$ cat config.mk
export PLATFORM = sky130hd
export DESIGN_NAME = bsg_manycore_link_sif_injector
export DESIGN_NICKNAME = d
export VERILOG_FILES = /design/src/rtl/bsg_manycore_link_sif_injector.sv
export SDC_FILE = /design/constraint.sdc
export NUM_CORES = 1
export LEC_CHECK = 0
export BUFFER_PORTS_ARGS = -buffer_cell sky130_fd_sc_hd__buf_4
export CORE_AREA = 8 8 157 159
export CTS_CLUSTER_DIAMETER = 100
export DETAILED_ROUTE_END_ITERATION = 10
export DIE_AREA = 0 0 165 167
export PLACE_DENSITY_LB_ADDON = 0.05
export SLEW_MARGIN = 0
export SYNTH_ARGS = -nofsm -noshare
export SYNTH_HDL_FRONTEND = slang
export SYNTH_SLANG_ARGS = --single-unit
$ cat constraint.sdc
create_clock -name clk_i -period 4 [get_ports clk_i]
set_clock_uncertainty 0.1 [all_clocks]
set_input_delay 0.4 -clock clk_i [delete_from_list [all_inputs] [get_ports clk_i]]
set_output_delay 0.4 -clock clk_i [all_outputs]
set_load 0.1 [all_outputs]
$ cat src/rtl/bsg_manycore_link_sif_injector.sv
// bsg_manycore_link_sif_injector
//
// Manycore network endpoint that originates forward request packets from a
// local client and absorbs the matching return packets (credits or read data).
// It sits at the edge of the array, typically under a test harness or a host
// bridge, and is the active counterpart of a tied-off link_sif port.
//
// Ports:
//   clk_i               clock
//   reset_i             synchronous reset, active-high
//   link_sif_i          network-to-endpoint link bundle
//   link_sif_o          endpoint-to-network link bundle
//   pkt_v_i             client request valid
//   pkt_i               client request packet
//   pkt_ready_o         request accepted when pkt_v_i & pkt_ready_o
//   returned_v_o        one-cycle pulse: a return packet was absorbed last cycle
//   returned_data_o     data field of that return packet (held between pulses)
//   returned_pkt_type_o pkt_type field of that return packet (held between pulses)
//   out_credits_o       credits currently available for new requests
//   idle_o              no requests outstanding
//   error_o             sticky: a return arrived with no request outstanding
//   timeout_o           sticky watchdog flag (only with the macro below)
//
// Optional feature macro: BSG_MANYCORE_INJECTOR_TIMEOUT_EN
//   When defined, a watchdog counts cycles spent waiting for returns while
//   requests are outstanding and raises timeout_o after timeout_p cycles
//   without any return.
//
// Link layout (MSB first): {fwd.v, fwd.data, fwd.ready_and_rev,
//                           rev.v, rev.data, rev.ready_and_rev}
// Return packet layout (MSB first): {pkt_type, data, reg_id, y_cord, x_cord}
//
// x_cord_width_p / y_cord_width_p have no meaningful default; instantiators
// are expected to set them to match the mesh.

module bsg_manycore_link_sif_injector #(
    parameter int addr_width_p      = 32,
    parameter int data_width_p      = 32,
    parameter int x_cord_width_p    = 4,
    parameter int y_cord_width_p    = 4,
    parameter int max_out_credits_p = 16,
    parameter int timeout_p         = 1024,
    localparam int credit_width_lp  = $clog2(max_out_credits_p + 1),
    localparam int return_width_lp  = 2 + data_width_p + 5 + y_cord_width_p + x_cord_width_p,
    localparam int packet_width_lp  = addr_width_p + 2 + 4 + 5 + data_width_p
                                      + 2 * (x_cord_width_p + y_cord_width_p),
    localparam int link_sif_width_lp = (packet_width_lp + 2) + (return_width_lp + 2)
) (
    input  logic                         clk_i,
    input  logic                         reset_i,

    input  logic [link_sif_width_lp-1:0] link_sif_i,
    output logic [link_sif_width_lp-1:0] link_sif_o,

    input  logic                         pkt_v_i,
    input  logic [packet_width_lp-1:0]   pkt_i,
    output logic                         pkt_ready_o,

    output logic                         returned_v_o,
    output logic [data_width_p-1:0]      returned_data_o,
    output logic [1:0]                   returned_pkt_type_o,

    output logic [credit_width_lp-1:0]   out_credits_o,
    output logic                         idle_o,
    output logic                         error_o
`ifdef BSG_MANYCORE_INJECTOR_TIMEOUT_EN
    ,output logic                        timeout_o
`endif
);

    typedef struct packed {
        logic [addr_width_p-1:0]   addr;
        logic [1:0]                op;
        logic [3:0]                op_ex;
        logic [4:0]                reg_id;
        logic [data_width_p-1:0]   payload;
        logic [y_cord_width_p-1:0] src_y_cord;
        logic [x_cord_width_p-1:0] src_x_cord;
        logic [y_cord_width_p-1:0] y_cord;
        logic [x_cord_width_p-1:0] x_cord;
    } packet_s;

    typedef struct packed {
        logic [1:0]                pkt_type;
        logic [data_width_p-1:0]   data;
        logic [4:0]                reg_id;
        logic [y_cord_width_p-1:0] y_cord;
        logic [x_cord_width_p-1:0] x_cord;
    } return_packet_s;

    typedef struct packed {
        logic    v;
        packet_s data;
        logic    ready_and_rev;
    } fwd_link_sif_s;

    typedef struct packed {
        logic           v;
        return_packet_s data;
        logic           ready_and_rev;
    } rev_link_sif_s;

    typedef struct packed {
        fwd_link_sif_s fwd;
        rev_link_sif_s rev;
    } link_sif_s;

    localparam logic [credit_width_lp-1:0] max_credits_lp = credit_width_lp'(max_out_credits_p);

    link_sif_s                  link_in;
    link_sif_s                  link_out;
    logic [credit_width_lp-1:0] credits_r;
    logic                       error_r;
    logic                       returned_v_r;
    logic [data_width_p-1:0]    returned_data_r;
    logic [1:0]                 returned_pkt_type_r;
    logic                       have_credit;
    logic                       fwd_v;
    logic                       send;
    logic                       receive;
    logic                       unused_link_bits;

    assign link_in    = link_sif_i;
    assign link_sif_o = link_out;

    // Fields of the incoming bundle this endpoint never looks at: it serves no
    // forward requests and does not need the routing fields of return packets.
    assign unused_link_bits = ^{link_in.fwd.v, link_in.fwd.data, link_in.rev.ready_and_rev,
                                link_in.rev.data.reg_id, link_in.rev.data.y_cord,
                                link_in.rev.data.x_cord};

    // Client-to-network path is purely combinational. Gating valid on a
    // non-zero credit count is what keeps the counter from ever underflowing.
    assign have_credit = (credits_r != '0);
    assign fwd_v       = pkt_v_i & have_credit & ~reset_i;
    assign pkt_ready_o = link_in.fwd.ready_and_rev & have_credit & ~reset_i;
    assign send        = fwd_v & link_in.fwd.ready_and_rev;
    assign receive     = link_in.rev.v & ~reset_i;

    // Outgoing bundle: forward carries the client packet, incoming requests
    // are never accepted and no responses are produced, and returns are
    // always absorbed except while in reset.
    always_comb begin
        link_out                   = '0;
        link_out.fwd.v             = fwd_v;
        link_out.fwd.data          = pkt_i;
        link_out.rev.ready_and_rev = ~reset_i;
    end

    // Credit counter and sticky error. A return with every credit already
    // home (and no send to balance it) is a protocol violation: the counter
    // saturates instead of wrapping and the error flag latches.
    always_ff @(posedge clk_i) begin
        if (reset_i) begin
            credits_r <= max_credits_lp;
            error_r   <= 1'b0;
        end else begin
            case ({send, receive})
                2'b10: credits_r <= credits_r - credit_width_lp'(1);
                2'b01: begin
                    if (credits_r == max_credits_lp) begin
                        error_r <= 1'b1;
                    end else begin
                        credits_r <= credits_r + credit_width_lp'(1);
                    end
                end
                default: credits_r <= credits_r;
            endcase
        end
    end

    // Registered capture of each absorbed return packet; data and type hold
    // their last value between pulses.
    always_ff @(posedge clk_i) begin
        if (reset_i) begin
            returned_v_r        <= 1'b0;
            returned_data_r     <= '0;
            returned_pkt_type_r <= '0;
        end else begin
            returned_v_r <= receive;
            if (receive) begin
                returned_data_r     <= link_in.rev.data.data;
                returned_pkt_type_r <= link_in.rev.data.pkt_type;
            end
        end
    end

    assign out_credits_o       = credits_r;
    assign idle_o              = (credits_r == max_credits_lp);
    assign error_o             = error_r;
    assign returned_v_o        = returned_v_r;
    assign returned_data_o     = returned_data_r;
    assign returned_pkt_type_o = returned_pkt_type_r;

`ifdef BSG_MANYCORE_INJECTOR_TIMEOUT_EN
    localparam int wd_width_lp = (timeout_p + 1 <= 1) ? 1 : $clog2(timeout_p + 1);
    localparam logic [wd_width_lp-1:0] wd_limit_lp = wd_width_lp'(timeout_p);

    logic [wd_width_lp-1:0] wd_r;
    logic                   timeout_r;

    // Watchdog: counts cycles with requests outstanding and no return
    // arriving. Any return, or going idle, restarts it; it saturates at the
    // limit so the flag stays asserted without wrapping.
    always_ff @(posedge clk_i) begin
        if (reset_i) begin
            wd_r      <= '0;
            timeout_r <= 1'b0;
        end else begin
            if (receive || idle_o) begin
                wd_r <= '0;
            end else if (wd_r != wd_limit_lp) begin
                wd_r <= wd_r + wd_width_lp'(1);
            end
            if (wd_r == wd_limit_lp) begin
                timeout_r <= 1'b1;
            end
        end
    end

    assign timeout_o = timeout_r;
`endif

`ifndef SYNTHESIS
    // This port cannot serve requests, so any forward traffic aimed at it
    // means the surrounding network is misrouting.
    always @(negedge clk_i) begin
        if (!reset_i && link_in.fwd.v) begin
            $error("bsg_manycore_link_sif_injector: forward request received, port cannot serve requests");
        end
    end
`endif

endmodule
==> flow_summary.json, run 1 <==
{
  "status": "complete, no violations",
  "start_util_pct": 12.2,
  "area_delta_synth_final_pct": 9.25,
  "synthTopCellsByArea": "buf_4 (39%), dfxtp_1 (30%), mux2i_1 (14%)",
  "tightestPinTransition_ns": 0.745,
  "grt_max_degree": 41,
  "clk_root_buffer_cell": "clkbuf_16",
  "p_leak_nw": 1.44,
  "final_area_um2": 2970,
  "fin_crit_sh_pct": 68.9,
  "utilization_pct": 13.4,
  "setup_ws_ns": 1.24,
  "gp_congestion": 0.578,
  "grt_antenna_before_repair": 0,
  "total_power_mw": 2.01,
  "num_vias": 1625,
  "synth_cell_types": 30,
  "crit_fanout": 6,
  "track_usage_pct": 5.92,
  "worstSetupPathType": "reg -> reg",
  "cp_slowest_cell": "or4_4",
  "hold_ws_ns": 0.232,
  "final_max_slew_viol_count": 0,
  "syn_area_um2": 2720,
  "cap_violations": 0,
  "timing.slew.headroom_pct": 50.3,
  "overflow": 0,
  "tritoncts": "yes",
  "cts.sinks": 41,
  "ys_seq_area_share_pct": 30.2,
  "die_x_um": 165,
  "fillCellCount": 2563,
  "drt-pass1-iter-count": 3,
  "period_needed_ns": 2.76,
  "layout.nets": 529,
  "yosys.area.top_type": "buf_4",
  "cts_buffer_depth": 2,
  "first_iter_violations": 30,
  "tns_ns": 0,
  "hold_violations": 0,
  "netlist_instances": 299,
  "synth_top_cell_area_share_pct": 39.0,
  "cpPeakStageDelay_ns": 0.59,
  "startpoint_type": "register",
  "fmax_mhz": 363,
  "rsz0062_at_grt": "false",
  "drive_gt1_share_pct": 34.1,
  "cts_max_level": 2,
  "wl_um": 8360,
  "placementRows": 55,
  "ctsHoldBuffers": 0,
  "vias_per_cell": 2.83,
  "die-area_um2": 27600,
  "ant_nets": 0,
  "postCtsSetupBuffers": 0,
  "cpMostUsedCell": "nand2_1",
  "clkTransAtPathRegs_ns": 0.07,
  "layoutNonFillerInstCount": 575,
  "dp_hpwl_um": 6150,
  "clk_latency_ns": 0.29,
  "syn_avg_cell_area_um2": 9.09,
  "antennaDiodeCount": 0,
  "grt_pass1_wl_um": 11900,
  "fp.dieH_um": 167,
  "core_area_um2": 22200,
  "ir_drop_uv": 170,
  "drcViolationCount": 0,
  "routedWlPerCell_um": 14.5,
  "p_per_area_nw_per_um2": 678,
  "port_buffers": 83,
  "place_area_um2": 2800,
  "critical_path_arrival_ns": 2.87,
  "setup_violations": 0,
  "ys_ff_latch": 41,
  "pin_count": 421,
  "grt_pass1_vias": 1773,
  "worstPathCellList": "or4_4, o2111ai_4, nand2_1, ha_1, a21oi_1, nand2_1, and3_2, a311oi_1",
  "post_cts_resized": 0,
  "yosys_warnings": 0,
  "dp.cells": 567,
  "numCtsBuffers": 5,
  "pre_cts_slack_ns": 1.02,
  "hp-class": "in -> reg",
  "required_ns": 4.11,
  "critPathCaptureType": "register"
}
[per-layer routing]
layer / part of all wire (%) / GRT usage (%)
met1: 34 / 5.51
met2: 44 / 8.91
met3: 15 / 4.12
met4: 6.1 / 4.51
met5: 0 / 0
[sequential cells by signal, summed over array words and instances (netlist names)]
signal / flops
error_o: 1
out_credits_o: 5
returned_data_o: 32
returned_pkt_type_o: 2
returned_v_o: 1
[cell usage in the layout (no fill, tap or decap), types with 2 or more instances in the layout]
cell	Yosys	final
inv_1	2	2
ha_1	3	3
mux2_4	2	2
buf_4	141	84
nand2_1	5	5
a21oi_1	2	2
mux2i_1	38	38
and2b_1	2	2
nor2_1	37	37
conb_1	1	49
clkbuf_16	0	5
dfxtp_1	41	41
[path summary, 6_finish.rpt]
kind / startpoint / endpoint / slack (ns) / depth (start not counted)
worst min register to register: error_o$_SDFFE_PP0P_ / error_o$_SDFFE_PP0P_ / 0.38 / 2
worst max-delay path: out_credits_o[3]$_SDFFE_PP0P_ / out_credits_o[4]$_SDFFE_PP1P_ / 1.24 / 8
worst min-delay path: link_sif_i[14] / returned_data_o[0]$_SDFFE_PP0P_ / 0.23 / 3
worst max register to register: out_credits_o[3]$_SDFFE_PP0P_ / out_credits_o[4]$_SDFFE_PP1P_ / 1.24 / 8
[cell usage after synthesis]
| library cell | count |
|---|---|
| nor4_1 | 1 |
| buf_4 | 141 |
| nand2_1 | 5 |
| o2111ai_4 | 1 |
| dfxtp_1 | 41 |
| mux2i_1 | 38 |
| a311oi_1 | 1 |
| clkbuf_1 | 2 |
| a31oi_1 | 1 |
| o21ai_0 | 1 |
| or4_4 | 1 |
| and3b_1 | 1 |
| a21o_1 | 1 |
| nand3_1 | 1 |
| nor2_1 | 37 |
| and3_2 | 1 |
| xnor2_1 | 1 |
| buf_2 | 3 |
| fa_1 | 1 |
| inv_1 | 2 |
| and4_2 | 1 |
| xor2_1 | 1 |
| conb_1 | 1 |
| a21oi_1 | 2 |
| mux2_4 | 2 |
| ha_1 | 3 |
| and2b_1 | 2 |
| buf_1 | 3 |
| nor3b_1 | 2 |
| a21boi_0 | 1 |
[worst max-delay path: cells and delay by family (launching register included)]
family,cells,cell delay (ns)
and+or+nand+nor,4,1.09
DFF,1,0.36
adders and majority gates,1,0.36
AOI/OAI and AO/OA,3,0.76
[cell type report]
type	instances	area [um2]	area share, %
Clock inverter	3	46.3	1.56
Sequential cell	41	821	27.6
Inverter	2	7.51	0.253
Tap cell	285	357	12.0
Timing Repair Buffer	84	631	21.2
Clock buffer	5	125	4.21
Multi-Input combinational cell	155	982	33.1
[power by group]
group	total (mW)	switching, mW	internal, mW
combinational	1.01	0.795	0.212
sequential	0.506	0.0504	0.456
clock	0.499	0.202	0.297
[kinds of logic (layout without fill, tap and decap cells)]
logic type      Yosys count  count (layout)  share of synthesized area (%)
flops                    41              41                           30.2
other cells               1              49                          0.138
buf+inv                 151              94                           40.5
mux                      40              40                           15.1
fa+ha+maj                 4               4                           2.12
xor+xnor                  2               2                          0.645
simple gates             52              52                           8.70
compound gates            8               8                           2.62
No activity file was read; power rests on OpenSTA's default activity.
==> inputs of run 2 (changes only) <==
- clock period: 4 -> 2.3 ns (I/O delays scaled with it)
==> flow_summary.json, run 2 (synthesized netlist as in run 1, its figures left out) <==
{
  "clk_root_buffer_cell": "clkbuf_16",
  "met2_length_um": 3660,
  "timing.slew.headroom_pct": 52.1,
  "ctsHoldBuffers": 0,
  "cap_violations": 0,
  "hp-class": "in -> reg",
  "fp.dieH_um": 167,
  "layout_commonest_cell": "buf_4",
  "fin_crit_sh_pct": 103,
  "final_max_slew_viol_count": 0,
  "cts_max_level": 2,
  "tritoncts": "yes",
  "ant_nets": 0,
  "grt_max_degree": 39,
  "drive_gt1_share_pct": 40.9,
  "route.met3.wl_um": 1030,
  "highest_layer": "met4",
  "grt_pass1_vias": 1786,
  "crit_buf_inv": 0,
  "wl_um": 8130,
  "violations": "setup timing",
  "mostFrequentLayoutCells": "buf_4 (96), conb_1 (49), mux2i_1 (38)",
  "worstPathCellList": "or4_4, o2111ai_4, nand2_4, fa_2, nand3_2, and3b_1, mux2i_1, a311oi_1",
  "multiInputGateArea_um2": 1030,
  "first_iter_violations": 27,
  "num_vias": 1667,
  "cts_buffer_depth": 2,
  "drt-pass1-iter-count": 4,
  "pin_count": 421,
  "setup_ws_ns": -0.0586,
  "cpPeakStageDelay_ns": 0.56,
  "grt_pass1_wl_um": 11500,
  "grt_antenna_before_repair": 0,
  "critPathCaptureType": "register",
  "antennaDiodeCount": 0,
  "drcViolationCount": 0,
  "p_leak_nw": 1.52,
  "status": "finished with violations",
  "port_buffers": 83,
  "gp_congestion": 0.585,
  "crit_fanout": 4,
  "core_area_um2": 22200,
  "tns_ns": -0.0586,
  "setup_violations": 1,
  "clkTransAtPathRegs_ns": 0.07,
  "cts.sinks": 41,
  "worstSetupPathType": "reg -> reg",
  "final_area_um2": 3150,
  "die_x_um": 165,
  "vias_per_cell": 2.84,
  "clk_latency_ns": 0.29,
  "placementRows": 55,
  "numCtsBuffers": 5,
  "largest_reg_flops": 32,
  "hold_violations": 0,
  "met1_length_um": 2910,
  "ff_latch_area_um2": 833,
  "die-area_um2": 27600,
  "total_power_mw": 3.82,
  "layout.nets": 542,
  "startpoint_type": "register",
  "start_util_pct": 12.2,
  "place_area_um2": 2950,
  "tightestPinTransition_ns": 0.718,
  "critical_path.top_delay_family": "simple AND/OR/NAND/NOR gates",
  "routedWlPerCell_um": 13.8,
  "fmax_mhz": 424,
  "period_needed_ns": 2.36,
  "critical_path_arrival_ns": 2.46,
  "overflow": 0,
  "fillCellCount": 2531,
  "postCtsSetupBuffers": 0,
  "dp_hpwl_um": 6060,
  "area_delta_synth_final_pct": 16.0,
  "ir_drop_uv": 259,
  "track_usage_pct": 5.68,
  "cp_slowest_cell": "or4_4",
  "required_ns": 2.41,
  "p_per_area_nw_per_um2": 1210,
  "rsz0062_at_grt": "true"
}
[run 2: cell types whose count changed in the layout (fill, tap and decap cells not counted), sizes merged]
cell	before	now
buf	84	97
bufinv	1	2
clkinv	1	0
clkinvlp	1	0
inv	2	3
[run 2: area by class of cell]
| class | count | share of cell area [%] |
|---|---|---|
| inverters | 2 | 0.238 |
| repair buffers | 97 | 23.2 |
| flip-flops and latches | 41 | 26.4 |
| clock buffers | 5 | 3.97 |
| multi-input cells | 155 | 32.6 |
| clock inverters | 3 | 2.18 |
| well taps | 285 | 11.3 |
[run 2: power by group]
group / switching, mW / total, mW / internal, mW
sequential: 0.0534 / 0.862 / 0.808
clock: 0.345 / 0.973 / 0.627
combinational: 1.47 / 1.98 / 0.509
total: 1.87 / 3.82 / 1.94
[run 2: through the flow]
step                setup slack, ns  cells  hold WS, ns  utilization (%)
CTS                          -0.108    588       0.0487             14.2
global placement             -0.234    580        0.361             13.3
finish                      -0.0586    588       0.0669             14.2
detailed placement           -0.190    580        0.361             13.3
global route                 -0.202    588       0.0570             14.2
floorplan                    -0.303    347        0.277                -
[run 2: tightest hold or removal path, stage by stage]
cell and delay (ns):
buf_4 0.07, mux2i_1 0.05, nor2_1 0.07
[run 2: worst paths after layout]
kind	start	endpoint	slack (ns)	cells after the start
hold / removal	link_sif_i[40]	returned_data_o[26]$_SDFFE_PP0P_	0.07	3
setup / recovery	out_credits_o[1]$_SDFFE_PP0P_	out_credits_o[4]$_SDFFE_PP1P_	-0.06	8
setup reg to reg	out_credits_o[1]$_SDFFE_PP0P_	out_credits_o[4]$_SDFFE_PP1P_	-0.06	8
hold reg to reg	error_o$_SDFFE_PP0P_	error_o$_SDFFE_PP0P_	0.39	2
[run 2: what timing repair did]
action | in CTS | in global routing
hold endpoints to repair | 0 | 0
setup endpoints to repair | 4 | 3
cloned | 0 | 0
pin swaps | 7 | 0
gates resized for setup | 2 | 1
[run 2: routing by layer]
| layer | vias to the layer above | global-route usage (%) |
|---|---|---|
| met3 | 61 | 3.11 |
| li1 | 773 | - |
| met1 | 742 | 5.65 |
| met5 | - | 0 |
| met4 | 0 | 4.47 |
| met2 | 91 | 8.66 |
==> inputs of run 3 (changes only) <==
- CORE_AREA: 8 8 157 159 -> 2 2 164 166
- DIE_AREA: 0 0 165 167 -> 0 0 166 168
==> flow_summary.json, run 3 (synthesized netlist as in run 1, its figures left out) <==
{
  "status": "finished with violations",
  "violations": "setup timing",
  "pin_count": 421,
  "dp.cells": 635,
  "p_per_area_nw_per_um2": 1170,
  "placementRows": 60,
  "port_buffers": 83,
  "crit_fanout": 4,
  "layoutNonFillerInstCount": 644,
  "antennaDiodeCount": 0,
  "ir_drop_uv": 297,
  "cts.sinks": 41,
  "die_x_um": 166,
  "gp_congestion": 0.613,
  "hp-class": "in -> reg",
  "routedWlPerCell_um": 12.7,
  "layout.nets": 542,
  "grt_antenna_before_repair": 0,
  "fp.dieH_um": 168,
  "setup_violations": 3,
  "grt_max_degree": 39,
  "tritoncts": "yes",
  "final_max_slew_viol_count": 0,
  "critPathCaptureType": "register",
  "numCtsBuffers": 5,
  "first_iter_violations": 18,
  "wl_um": 8150,
  "final_area_um2": 3200,
  "drive_gt1_share_pct": 40.9,
  "drt-pass1-iter-count": 3,
  "track_usage_pct": 5.73,
  "fin_crit_sh_pct": 103,
  "die-area_um2": 27900,
  "drcViolationCount": 0,
  "required_ns": 2.41,
  "pre_cts_slack_ns": -0.161,
  "setup_ws_ns": -0.0601,
  "grt_pass1_vias": 1744,
  "p_leak_nw": 1.52,
  "cap_violations": 0,
  "mostFrequentLayoutCells": "buf_4 (97), conb_1 (49), mux2i_1 (38)",
  "fillCellCount": 3026,
  "cts_buffer_depth": 2,
  "dp_hpwl_um": 6140,
  "timing.slew.headroom_pct": 52.6,
  "place_area_um2": 3010,
  "critical_path_arrival_ns": 2.47,
  "start_util_pct": 10.3,
  "rsz0062_at_grt": "true",
  "hold_violations": 0,
  "layout_commonest_cell": "buf_4",
  "overflow": 0,
  "largest_reg_flops": 32,
  "tns_ns": -0.0686,
  "grt_pass1_wl_um": 11700,
  "startpoint_type": "register",
  "core_area_um2": 26400,
  "area_delta_synth_final_pct": 17.9,
  "clk_root_buffer_cell": "clkbuf_16",
  "clkTransAtPathRegs_ns": 0.07,
  "vias_per_cell": 2.64,
  "utilization_pct": 12.2,
  "num_vias": 1698,
  "fmax_mhz": 424,
  "worstSetupPathType": "reg -> reg",
  "clk_latency_ns": 0.29,
  "period_needed_ns": 2.36,
  "cts_max_level": 2,
  "ant_nets": 0,
  "tightestPinTransition_ns": 0.711
}
## run 3: cell types whose count changed in the layout (fill, tap and decap cells not counted)
cell	delta
buf_4	+1
buf_6	-1
bufinv_16	-1
clkbuf_8	+1
inv_4	+1
inv_6	-1
nor2_1	+1
nor2_2	-1
xnor2_1	-1
xnor2_2	+1
## run 3: layer usage
metal / part of all wire, % / track usage, % / vias to the layer above
met1: 41 / 6.37 / 762
met3: 16 / 4.23 / 53
li1: - / - / 775
met5: 0 / 0 / -
met2: 39 / 7.67 / 108
met4: 5.1 / 3.67 / 0
## run 3: report_power, final
| group | internal [mW] | leakage, nW | total [mW] | switching, mW |
|---|---|---|---|---|
| clock network | 0.544 | 0.0874 | 0.883 | 0.339 |
| registers | 0.809 | 0.341 | 0.866 | 0.0570 |
| logic | 0.525 | 1.09 | 2.00 | 1.48 |
## run 3: worst paths after layout
kind | from | endpoint | slack, ns | depth (start not counted)
setup / recovery | out_credits_o[2]$_SDFFE_PP0P_ | out_credits_o[4]$_SDFFE_PP1P_ | -0.06 | 8
hold / removal | link_sif_i[23] | returned_data_o[9]$_SDFFE_PP0P_ | 0.07 | 3
setup reg to reg | out_credits_o[2]$_SDFFE_PP0P_ | out_credits_o[4]$_SDFFE_PP1P_ | -0.06 | 8
hold reg to reg | error_o$_SDFFE_PP0P_ | error_o$_SDFFE_PP0P_ | 0.39 | 2
## run 3: worst max-delay path, stage by stage (launching register included)
cell	delay [ns]
dfxtp_4	0.34
or4_4	0.57
o2111ai_4	0.24
nand2_4	0.11
fa_2	0.37
nand3_2	0.09
and3b_1	0.15
mux2i_1	0.06
a311oi_1	0.24
## run 3: repair_timing
action / in CTS / in global routing
gates cloned: 0 / 0
pin swaps: 9 / 0
resized for setup: 2 / 0
hold buffers: 0 / 0
buffers inserted: 1 / 0
endpoints found under the setup margin: 4 / 5
## run 3: through the flow
step	hold slack [ns]	power, mW
2_1_floorplan	0.277	3.20
3_3_place_gp	0.361	2.88
3_5_place_dp	0.361	2.88
4_1_cts	0.0517	3.86
5_1_grt	0.0561	3.96
6_report	0.0675	3.75
## run 3: final cells by class
| type | count | area [um2] | area share, % |
|---|---|---|---|
| Multi-Input combinational cell | 155 | 1030 | 32.3 |
| Inverter | 2 | 7.51 | 0.234 |
| Sequential cell | 41 | 833 | 26.0 |
| Timing Repair Buffer | 97 | 728 | 22.7 |
| Tap cell | 341 | 427 | 13.3 |
| Clock buffer | 6 | 139 | 4.33 |
| Clock inverter | 2 | 36.3 | 1.13 |
